File: src/rtl/spi_reg_ctrl.sv
// spi_reg_ctrl: SPI (mode 0) slave controller feeding a 16 x 8-bit config
// register file. The SPI pins are oversampled on clk. Writes go to shadow
// registers. Shadow is copied to the active set (cfg) on an idle frame_sync,
// so the renderer never sees a half-written parameter set.
//
// Ports
//   clk         system clock (>= 8x SCLK)
//   reset       asynchronous, active-high
//   SCLK/SSEL/MOSI  raw SPI pins (asynchronous to clk)
//   frame_sync  one-clk pulse at start of vertical blank
//   MISO        SPI data out (tied 0 unless SPI_READBACK_EN)
//   cfg         active registers, reg n at [8n+7:8n]
//   wr_strobe   one-clk pulse per shadow write
//   commit      one-clk pulse when shadow is copied to active
//   busy        synchronized SSEL
//
// Build option: define SPI_READBACK_EN to support read commands (cmd[7]=1).
// Without it, read commands consume bytes silently and MISO is 0.
//
// state   | meaning
// IDLE    | SSEL low; bit counter and shifters cleared
// CMD     | shifting in the command byte
// WDATA   | each completed byte writes shadow[addr], addr++
// RDATA   | each byte boundary reloads the read shifter, addr++
// IGNORE  | read command without readback support; bytes discarded
module spi_reg_ctrl (
  input  logic         clk,
  input  logic         reset,
  input  logic         SCLK,
  input  logic         SSEL,
  input  logic         MOSI,
  input  logic         frame_sync,
  output logic         MISO,
  output logic [127:0] cfg,
  output logic         wr_strobe,
  output logic         commit,
  output logic         busy
);

  typedef enum logic [2:0] {ST_IDLE, ST_CMD, ST_WDATA, ST_RDATA, ST_IGNORE} state_e;

  state_e       state_q, state_d;
  logic [1:0]   sclk_sync_q, ssel_sync_q, mosi_sync_q;
  logic         sclk_prev_q;
  logic         sclk_s, ssel_s, mosi_s, sclk_rise;
  logic [2:0]   bit_cnt_q, bit_cnt_d;
  logic [6:0]   shift_q, shift_d;
  logic [7:0]   byte_in;
  logic [3:0]   addr_q, addr_d;
  logic [7:0]   shadow_q [16];
  logic [7:0]   shadow_d [16];
  logic         dirty_q, dirty_d;
  logic [127:0] cfg_q, cfg_d;
  logic         wr_strobe_q, wr_strobe_d;
  logic         commit_q, commit_d;
`ifdef SPI_READBACK_EN
  logic         sclk_fall;
  logic [7:0]   rd_shift_q, rd_shift_d;
  logic         miso_q, miso_d;
`endif

  assign sclk_s    = sclk_sync_q[1];
  assign ssel_s    = ssel_sync_q[1];
  assign mosi_s    = mosi_sync_q[1];
  assign sclk_rise = sclk_s & ~sclk_prev_q;
  // Only 7 bits are stored; the 8th arrives with the completing rise.
  assign byte_in   = {shift_q, mosi_s};

  always_comb begin
    state_d     = state_q;
    bit_cnt_d   = bit_cnt_q;
    shift_d     = shift_q;
    addr_d      = addr_q;
    shadow_d    = shadow_q;
    dirty_d     = dirty_q;
    cfg_d       = cfg_q;
    wr_strobe_d = 1'b0;
    commit_d    = 1'b0;
`ifdef SPI_READBACK_EN
    rd_shift_d  = rd_shift_q;
    miso_d      = miso_q;
`endif

    if (state_q == ST_IDLE || !ssel_s) begin
      // Dropping SSEL mid-byte discards the partial byte.
      bit_cnt_d = '0;
      shift_d   = '0;
`ifdef SPI_READBACK_EN
      rd_shift_d = '0;
      miso_d     = 1'b0;
`endif
      state_d   = ssel_s ? ST_CMD : ST_IDLE;
    end else begin
      if (sclk_rise) begin
        shift_d   = byte_in[6:0];
        bit_cnt_d = bit_cnt_q + 3'd1;
        if (bit_cnt_q == 3'd7) begin
          case (state_q)
            ST_CMD: begin
              addr_d = byte_in[3:0];
              if (!byte_in[7]) begin
                state_d = ST_WDATA;
              end else begin
`ifdef SPI_READBACK_EN
                state_d    = ST_RDATA;
                rd_shift_d = shadow_q[byte_in[3:0]];
`else
                state_d    = ST_IGNORE;
`endif
              end
            end
            ST_WDATA: begin
              shadow_d[addr_q] = byte_in;
              wr_strobe_d      = 1'b1;
              dirty_d          = 1'b1;
              addr_d           = addr_q + 4'd1;
            end
`ifdef SPI_READBACK_EN
            ST_RDATA: begin
              addr_d     = addr_q + 4'd1;
              rd_shift_d = shadow_q[addr_q + 4'd1];
            end
`endif
            default: ;
          endcase
        end
      end
`ifdef SPI_READBACK_EN
      if (sclk_fall && state_q == ST_RDATA) begin
        miso_d     = rd_shift_q[7];
        rd_shift_d = {rd_shift_q[6:0], 1'b0};
      end
`endif
    end

    // A write always happens with busy=1, so it can never race a commit.
    if (frame_sync && dirty_q && !ssel_s) begin
      for (int n = 0; n < 16; n++) cfg_d[8*n +: 8] = shadow_q[n];
      dirty_d  = 1'b0;
      commit_d = 1'b1;
    end
  end

  always_ff @(posedge clk or posedge reset) begin
    if (reset) begin
      sclk_sync_q <= '0;
      ssel_sync_q <= '0;
      mosi_sync_q <= '0;
      sclk_prev_q <= 1'b0;
      state_q     <= ST_IDLE;
      bit_cnt_q   <= '0;
      shift_q     <= '0;
      addr_q      <= '0;
      for (int i = 0; i < 16; i++) shadow_q[i] <= '0;
      dirty_q     <= 1'b0;
      cfg_q       <= '0;
      wr_strobe_q <= 1'b0;
      commit_q    <= 1'b0;
`ifdef SPI_READBACK_EN
      rd_shift_q  <= '0;
      miso_q      <= 1'b0;
`endif
    end else begin
      sclk_sync_q <= {sclk_sync_q[0], SCLK};
      ssel_sync_q <= {ssel_sync_q[0], SSEL};
      mosi_sync_q <= {mosi_sync_q[0], MOSI};
      sclk_prev_q <= sclk_s;
      state_q     <= state_d;
      bit_cnt_q   <= bit_cnt_d;
      shift_q     <= shift_d;
      addr_q      <= addr_d;
      shadow_q    <= shadow_d;
      dirty_q     <= dirty_d;
      cfg_q       <= cfg_d;
      wr_strobe_q <= wr_strobe_d;
      commit_q    <= commit_d;
`ifdef SPI_READBACK_EN
      rd_shift_q  <= rd_shift_d;
      miso_q      <= miso_d;
`endif
    end
  end

`ifdef SPI_READBACK_EN
  assign sclk_fall = ~sclk_s & sclk_prev_q;
  assign MISO      = miso_q;
`else
  assign MISO      = 1'b0;
`endif
  assign cfg       = cfg_q;
  assign wr_strobe = wr_strobe_q;
  assign commit    = commit_q;
  assign busy      = ssel_s;

endmodule

File: config.mk
export PLATFORM = sky130hd
export DESIGN_NAME = spi_reg_ctrl
export DESIGN_NICKNAME = d
export VERILOG_FILES = /design/src/rtl/spi_reg_ctrl.sv
export SDC_FILE = /design/constraint.sdc
export NUM_CORES = 1
export LEC_CHECK = 0
export ABC_AREA = 1
export CAP_MARGIN = 10
export CORE_MARGIN = 4
export CORE_UTILIZATION = 60
export DETAILED_ROUTE_END_ITERATION = 8
export PLACE_DENSITY = 0.9
export SKIP_LAST_GASP = 1
export SLEW_MARGIN = 0
export SYNTH_ARGS = -nofsm -noshare
export SYNTH_HDL_FRONTEND = slang
export SYNTH_SLANG_ARGS = --single-unit
File: constraint.sdc
create_clock -name clk -period 27.5 [get_ports clk]
set_input_delay 8.25 -clock clk [delete_from_list [all_inputs] [get_ports clk]]
set_output_delay 8.25 -clock clk [all_outputs]
set_load 0.01 [all_outputs]
==> results of run 1 <==
-- routing by layer --
metal	routed length, um	part of all wire [%]	global-route usage [%]
met5	0	0	0
met4	951	3.5	9.28
met3	1830	6.6	3.31
met2	13600	49	43.7
met1	11100	41	37.1
-- cells by family (layout without fill, tap and decap cells) --
group,Yosys count,in the layout,synth area share [%]
DFF,283,283,63.3
other,1,2,0.0335
and+or+nand+nor,858,858,31.4
xor gates and xnor gates,1,1,0.0783
adders and majority gates,6,6,0.671
AOI/OAI and AO/OA,16,16,0.805
buffers and inverters,90,209,3.77
-- stage by stage --
step	setup slack [ps]	util, %	cell area, um^2	hold slack, ps	std cells
floorplan	11440	-	11200	331	1255
global placement	16150	69.4	12600	332	1562
detailed placement	16090	69.4	12600	335	1562
CTS	16610	73.7	13400	351	1603
global route	16210	73.7	13400	367	1603
finish	16760	73.7	13400	349	1604
-- cell usage after synthesis --
cell,number,area share [%]
nand2_1,678,23
dfrtp_1,283,63
nand3_1,140,6.3
clkbuf_1,42,1.4
inv_1,24,0.80
nor2_2,15,0.84
nand4_1,13,0.73
buf_2,9,0.40
buf_6,9,0.91
ha_1,6,0.67
o21ai_0,6,0.27
nor2_1,5,0.17
o22ai_1,5,0.28
a21oi_1,4,0.18
buf_1,3,0.10
nand4_2,3,0.34
nand2_2,2,0.11
a21oi_2,1,0.078
buf_4,1,0.067
clkinv_2,1,0.045
conb_1,1,0.034
inv_2,1,0.034
nand3_2,1,0.089
nor2_4,1,0.10
xnor2_1,1,0.078
-- report_power, final --
| group | total, mW | internal (mW) | leakage (nW) | switching (mW) |
|---|---|---|---|---|
| Sequential | 0.419 | 0.417 | 3.94 | 0.00150 |
| Clock | 0.339 | 0.193 | 0.383 | 0.145 |
| Combinational | 0.0170 | 0.00246 | 2.91 | 0.0146 |
-- cell usage in the layout, fill, tap and decap left out, drive strengths merged --
| cell | count |
|---|---|
| clkbuf | 37 |
| conb | 1 |
| ha | 6 |
| clkdlybuf4s50 | 136 |
| nand3 | 141 |
| o22ai | 5 |
| a21oi | 5 |
| clkinv | 3 |
| nand2 | 680 |
| bufinv | 1 |
| buf | 6 |
| xnor2 | 1 |
| nand4 | 16 |
| o21ai | 6 |
| inv | 26 |
| dfrtp | 283 |
| nor2 | 21 |
| diode | 1 |
-- how the worst max path moves through the flow --
stage / start / to / slack (ps) / cells past startpoint
3_3_place_gp: reset / shadow_q[73] / 16150 / 4
5_1_grt: reset / shadow_q[73] / 16210 / 4
6_report: reset / shadow_q[73] / 16760 / 4
3_5_place_dp: reset / cfg[126] / 16090 / 4
2_1_floorplan: reset / addr_q[0] / 11440 / 1
4_1_cts: reset / shadow_q[73] / 16610 / 4
-- state kept, by name (all words and copies together), names as in the netlist, 2 cells and up --
name / count
bit_cnt_q: 3
shift_q: 7
addr_q: 4
state_q: 3
sclk_sync_q: 2
shadow_q: 128
ssel_sync_q: 2
mosi_sync_q: 2
cfg: 128
-- layout make-up --
type | count | area [um^2]
diodes | 1 | 2.50
clock buffers | 37 | 733
clock inverters | 4 | 48.8
fillers | 1236 | 4770
inverters | 26 | 109
multi-input cells | 882 | 3710
flip-flops and latches | 283 | 7080
well taps | 229 | 287
repair buffers | 142 | 1410
==> flow_summary.yaml, run 1 <==
setup_path:
  critPathMaxStageDelay_ps: 890
  crit_family: "buffers and inverters"
  cp_cell_sequence: "clkdlybuf4s50_1, inv_8, buf_4, buf_4"
  required_ps: 28010
  worstPathMaxFanout: 128
  critical_path.most_common_cell: "buf_4"
  r2r-end: "shadow_q[73]"
  crit_path_end_kind: "asynchronous set/reset pin"
  startpoint_type: "input pin"
  r2r_start: "state_q[0]"
  reg2reg_depth: 8
  cpMaxStageDelayCell: "buf_4"
  critPathBufInv: 4
  timing_worst_setup_path_type: "input pin to asynchronous set/reset pin"
  r2r_slack_ps: 24370
  worstPathArrival_ps: 11250
power:
  ir_drop_mv: 0.0451
  p_total_mw: 0.774
  p_leak_nw: 7.23
  p_per_area_nw_per_um2: 57.9
clock_network:
  cts-root-buf: "clkbuf_16"
  cts_resized: 0
  postCtsHoldBufs: 0
  cts_setup_buffers: 0
  path_clk_slew_ps: 60
  cts_tree: "built"
  cts_made_buffers: 27
  cts.sink_count: 283
  clk_latency_ps: 520
  h-tree-depth: 1
  clk_path_buf_depth: 3
floorplanning:
  io_pins: 138
  rows: 49
  die_w_um: 145
  die-area_um2: 20900
  core_area_um2: 18100
  die_h_um: 145
  initial_core_util_pct: 61.7
logic_synthesis:
  yosysUniqueCellTypes: 25
  syn_area_um2: 11200
  yosys_warnings: 0
  syn_nets: 1267
  ys_seq_elements: 283
  ys_seq_area_share_pct: 63.3
  synthCells: 1255
  avgSynthCellArea_um2: 8.92
routing:
  avgViaCountPerCell: 5.61
  vias: 9001
  totalWireLength_um: 27500
  remaining_drc_errors: 0
  wl_per_cell_um: 17.1
  dr.pass1.iters: 6
  final_antenna_net_count: 0
  drtIter0Drc: 851
sta:
  finalMaxSlewViolations: 0
  fin_worst_skew_ps: 7.18
  finalCritPeriodShare_pct: 39.1
  grt_setup_unrepaired: "no"
  max_freq_mhz: 93.1
  slew_headroom_pct: 23.4
  min_period_ps: 10740
  finalSetupViolations: 0
  tightestPinTransition_ps: 1150
  hold_viol_final: 0
  fin_tns_setup_ps: 0
grt:
  grt_usage_pct: 26.6
  grt_pass1_wl_um: 44300
  grt.overflow.total: 0
  grt_max_degree: 129
  grt_pass1_vias: 8670
  antenna_found_initial: 0
hold_path:
  hold_path_end: "mosi_sync_q[1]"
  hp-class: "register to register"
  hp-start: "mosi_sync_q[0]"
  hold_depth: 0
place:
  hpwl_um: 16300
  portBuffers: 136
  gp_congestion: 0.846
run_status:
  outcome: "finished, final reports clean"
cells_and_area:
  nets: 1374
  syn2layout_area_growth_pct: 19.5
  drive_above_1_share_pct: 4.95
run:
  cap_violations: 0
Power figures use the tool's default switching activity.
==> run 2: changes to the inputs <==
Settings changed: CORE_UTILIZATION 60 to 50, PLACE_DENSITY 0.9 to 0.81.
Clock period 27.5 ns to 8.7 ns, I/O delays scaled along.
==> run 2 against run 1 <==
Clock skew is 4.5 ps higher. Die area is 19% higher. Clock power grew to 3.8 times the previous value. Cell count is 3.8% higher. Flip-flop and latch count stayed put. Combinational power grew to 3.2 times the previous value. Non-clock buffer count is 1 higher. Sequential power grew to 3.2 times the previous value.
==> flow_summary.yaml, run 2 (synthesis results as in run 1) <==
cells_and_area:
  drive_above_1_share_pct: 6.06
  multi_input_comb_area_um2: 3710
  most-common-layout-cells: "nand2_1 (678), dfrtp_1 (283), nand3_1 (139), clkdlybuf4s50_1 (136), clkbuf_16 (29)"
  final_area_um2: 13700
  diodes: 0
  layout.cells.non_filler: 1665
  nets: 1376
  final_common_cell: "nand2_1"
  syn2layout_area_growth_pct: 22.2
  n_fill_cell: 1804
  seq_area_um2: 7080
routing:
  vias: 8703
  dr.pass1.iters: 5
  dr_wl_met2_um: 13000
  totalWireLength_um: 26900
  met3_length_um: 1680
  final_antenna_net_count: 0
  wl_met1_um: 11600
  remaining_drc_errors: 0
  drtIter0Drc: 814
  highest_layer: "met4"
  wl_per_cell_um: 16.1
  avgViaCountPerCell: 5.23
run:
  cap_violations: 0
floorplanning:
  die_h_um: 158
  rows: 54
  initial_core_util_pct: 51.1
  core_area_um2: 21900
  io_pins: 138
  die-area_um2: 24800
  die_w_um: 158
clock_network:
  cts_setup_buffers: 0
  cts_tree: "built"
  cts_made_buffers: 28
  cts-root-buf: "clkbuf_16"
  clk_path_buf_depth: 3
  postCtsHoldBufs: 0
  path_clk_slew_ps: 60
  h-tree-depth: 1
  cts.sink_count: 283
  cts_resized: 0
  clk_latency_ps: 530
grt:
  grt.overflow.total: 0
  grt_pass1_wl_um: 44100
  grt_usage_pct: 21.9
  grt_max_degree: 191
  antenna_found_initial: 0
  grt_pass1_vias: 8410
place:
  postPlaceCellArea_um2: 12700
  preCtsSetupSlack_ps: 3340
  gp_congestion: 0.811
  post-place-cells: 1613
  hpwl_um: 16100
  portBuffers: 136
power:
  p_total_mw: 2.66
  ir_drop_mv: 0.117
  p_leak_nw: 7.35
  p_per_area_nw_per_um2: 195
sta:
  finalCritPeriodShare_pct: 55.3
  setup_slack_ps: 3890
  fin_tns_setup_ps: 0
  hold_viol_final: 0
  slew_headroom_pct: 27.4
  grt_setup_unrepaired: "no"
  fin_worst_skew_ps: 11.7
  tightestPinTransition_ps: 1090
  max_freq_mhz: 208
  finalSetupViolations: 0
  min_period_ps: 4810
  finalMaxSlewViolations: 0
setup_path:
  worstPathArrival_ps: 5280
  worstPathMaxFanout: 73
  timing_worst_setup_path_type: "input pin to register"
  startpoint_type: "input pin"
  required_ps: 9170
  crit_path_end_kind: "register"
run_status:
  outcome: "finished, final reports clean"
hold_path:
  hp-class: "register to register"
run 2: cell count changes in the layout (fill, tap and decap cells not counted), sizes merged:
cell and change:
diode -1, buf +1, bufinv +3, clkinvlp +3, clkbuf +1, inv -2
clkinv +5
run 2: through the flow:
step | utilization, % | hold slack, ps
2_1_floorplan | - | 331
3_3_place_gp | 57.8 | 332
3_5_place_dp | 57.8 | 335
4_1_cts | 62.4 | 348
5_1_grt | 62.5 | 352
6_report | 62.5 | 346
run 2: path summary, 6_finish.rpt:
check,from,slack (ps),depth (start not counted),to
worst min-delay path,mosi_sync_q[0],350,0,mosi_sync_q[1]
max in group asynchronous,reset,4920,3,shadow_q[51]
worst min register to register,mosi_sync_q[0],350,0,mosi_sync_q[1]
worst max register to register,state_q[0],5680,8,shadow_q[91]
min in group asynchronous,reset,2460,2,cfg[125]
worst max-delay path,frame_sync,3890,6,cfg[116]
run 2: routing by layer:
layer	vias up	global-route usage (%)
met3	54	3.25
met1	4216	31.7
met2	279	34.9
met5	-	0
li1	4154	-
met4	0	6.19
run 2: where the power goes:
group | switching (mW) | leakage (nW) | total [mW] | internal [mW]
Combinational | 0.0454 | 2.92 | 0.0537 | 0.00828
Sequential | 0.00519 | 3.94 | 1.32 | 1.32
Clock | 0.502 | 0.494 | 1.29 | 0.785
run 2: area by class of cell:
type / instances / share of cell area, %
timing repair buffer: 143 / 10.5
clock inverter: 13 / 1.27
tap: 280 / 2.56
clock buffer: 38 / 6.07
inverter: 26 / 0.768
sequential: 283 / 51.8
multi-input combinational: 882 / 27.1
run 2: worst max-delay path, stage by stage:
cell	delay [ps]
clkdlybuf4s50_1	540
nand3_4	460
inv_4	660
buf_4	670
nand2_1	140
nand2_1	90
==> run 3: changes to the inputs <==
Clock period 8.7 ns to 4.1 ns, I/O delays scaled along.
==> run 3 against run 2 <==
Worst hold slack better by 4.7 ps. Cell count hardly changed. Routed wire length grew 2.9%. Worst setup slack lost 2600 ps. Critical endpoint is now cfg[126]. Clock-buffer cell count up 3. Die area did not move. Sequential share of layout area grew 0.24 points. Core utilization decreased by 0.29 points. Register-to-register slack worse by 4000 ps. Global-route usage grew 0.68 points. Flip-flop and latch count stayed put. Largest power group unchanged. Largest cell class unchanged. Critical path depth stayed put.
==> flow_summary.yaml, run 3 (synthesis results as in run 1) <==
run_status:
  outcome: "finished, final reports clean"
place:
  postPlaceCellArea_um2: 12700
  portBuffers: 136
  hpwl_um: 16300
  preCtsSetupSlack_ps: 789
  post-place-cells: 1617
  gp_congestion: 0.824
clock_network:
  cts_tree: "built"
  path_clk_slew_ps: 60
  cts-root-buf: "clkbuf_16"
  cts.sink_count: 283
  clk_latency_ps: 540
  cts_made_buffers: 28
  h-tree-depth: 1
  cts_setup_buffers: 0
  cts_resized: 0
  clk_path_buf_depth: 3
  postCtsHoldBufs: 0
grt:
  grt_pass1_wl_um: 45300
  grt_max_degree: 180
  grt.overflow.total: 0
  grt_pass1_vias: 8669
  top_usage_layer: "met2"
  grt_usage_pct: 22.6
  use_met1_pct: 32.0
  met3_usage_pct: 2.65
  antenna_found_initial: 0
  gr-usage-met2_pct: 37.4
setup_path:
  crit_family: "buffers and inverters"
  cp_cell_sequence: "clkdlybuf4s50_1, nand3_4, inv_4, buf_12, nand2_1, nand2_1"
  timing_worst_setup_path_type: "input pin to register"
  crit_path_end_kind: "register"
  startpoint_type: "input pin"
  worstPathArrival_ps: 3280
  worstPathMaxFanout: 107
  critPathMaxStageDelay_ps: 500
  required_ps: 4560
  cpMaxStageDelayCell: "clkdlybuf4s50_1"
  critical_path.most_common_cell: "nand2_1"
  critPathBufInv: 3
routing:
  totalWireLength_um: 27700
  vias: 8775
  drtIter0Drc: 811
  avgViaCountPerCell: 5.27
  wl_per_cell_um: 16.6
  final_antenna_net_count: 0
  dr.pass1.iters: 7
  remaining_drc_errors: 0
sta:
  whs_ps: 351
  setup_slack_ps: 1280
  tightestPinTransition_ps: 1110
  grt_setup_unrepaired: "no"
  min_period_ps: 2820
  max_freq_mhz: 354
  finalSetupViolations: 0
  finalMaxSlewViolations: 0
  fin_worst_skew_ps: 18.8
  finalCritPeriodShare_pct: 68.9
  hold_viol_final: 0
  slew_headroom_pct: 26.3
cells_and_area:
  final_area_um2: 13600
  drive_above_1_share_pct: 5.85
  final_common_cell: "nand2_1"
  layout.cells.non_filler: 1664
  most-common-layout-cells: "nand2_1 (678), dfrtp_1 (283), nand3_1 (139), clkdlybuf4s50_1 (136), clkbuf_16 (29)"
  n_fill_cell: 1793
  syn2layout_area_growth_pct: 21.6
  nets: 1379
  diodes: 0
floorplanning:
  io_pins: 138
  die-area_um2: 24800
  die_h_um: 158
  core_area_um2: 21900
  die_w_um: 158
  rows: 54
  initial_core_util_pct: 51.1
power:
  p_total_mw: 5.45
  p_leak_nw: 7.32
  p_per_area_nw_per_um2: 400
  ir_drop_mv: 0.262
hold_path:
  hp-class: "register to register"
run:
  cap_violations: 0
==> run 3: changes by cell type in the layout (fill, tap and decap cells not counted), sizes merged <==
| cell | delta |
|---|---|
| clkbuf | +3 |
| buf | +3 |
| clkinv | -3 |
| bufinv | -3 |
| clkinvlp | -1 |
==> run 3: path summary, 6_finish.rpt <==
kind / slack, ps / cells past startpoint / start / end
setup reg to reg: 1660 / 7 / bit_cnt_q[0] / shadow_q[63]
max in group asynchronous: 2000 / 3 / reset / shadow_q[103]
hold reg to reg: 350 / 0 / mosi_sync_q[0] / mosi_sync_q[1]
hold / removal: 350 / 0 / mosi_sync_q[0] / mosi_sync_q[1]
min in group asynchronous: 1220 / 3 / reset / cfg[114]
setup / recovery: 1280 / 6 / frame_sync / cfg[126]
==> run 3: area by class of cell <==
| class | count | area [um^2] | share of cell area (%) |
|---|---|---|---|
| multi-input cells | 882 | 3710 | 27.2 |
| well taps | 280 | 350 | 2.57 |
| repair buffers | 146 | 1460 | 10.7 |
| clock inverters | 6 | 57.6 | 0.423 |
| inverters | 26 | 105 | 0.772 |
| clock buffers | 41 | 851 | 6.25 |
| flip-flops and latches | 283 | 7080 | 52.0 |
==> run 3: metrics by stage <==
step	util, %	setup TNS (ps)
6_report	62.2	0
5_1_grt	62.2	0
4_1_cts	62.2	0
3_5_place_dp	58.0	0
3_3_place_gp	58.0	0
2_1_floorplan	-	-248830
==> run 3: power breakdown <==
group	switching (mW)	total, mW	internal, mW
logic	0.0977	0.117	0.0197
registers	0.0112	2.81	2.80
clock network	1.04	2.52	1.48
==> run 3: layer usage <==
layer	vias to the layer above	share of wire, %
li1	4166	-
met1	4278	43
met5	-	0
met4	0	2.4
met2	281	49
met3	50	5.4
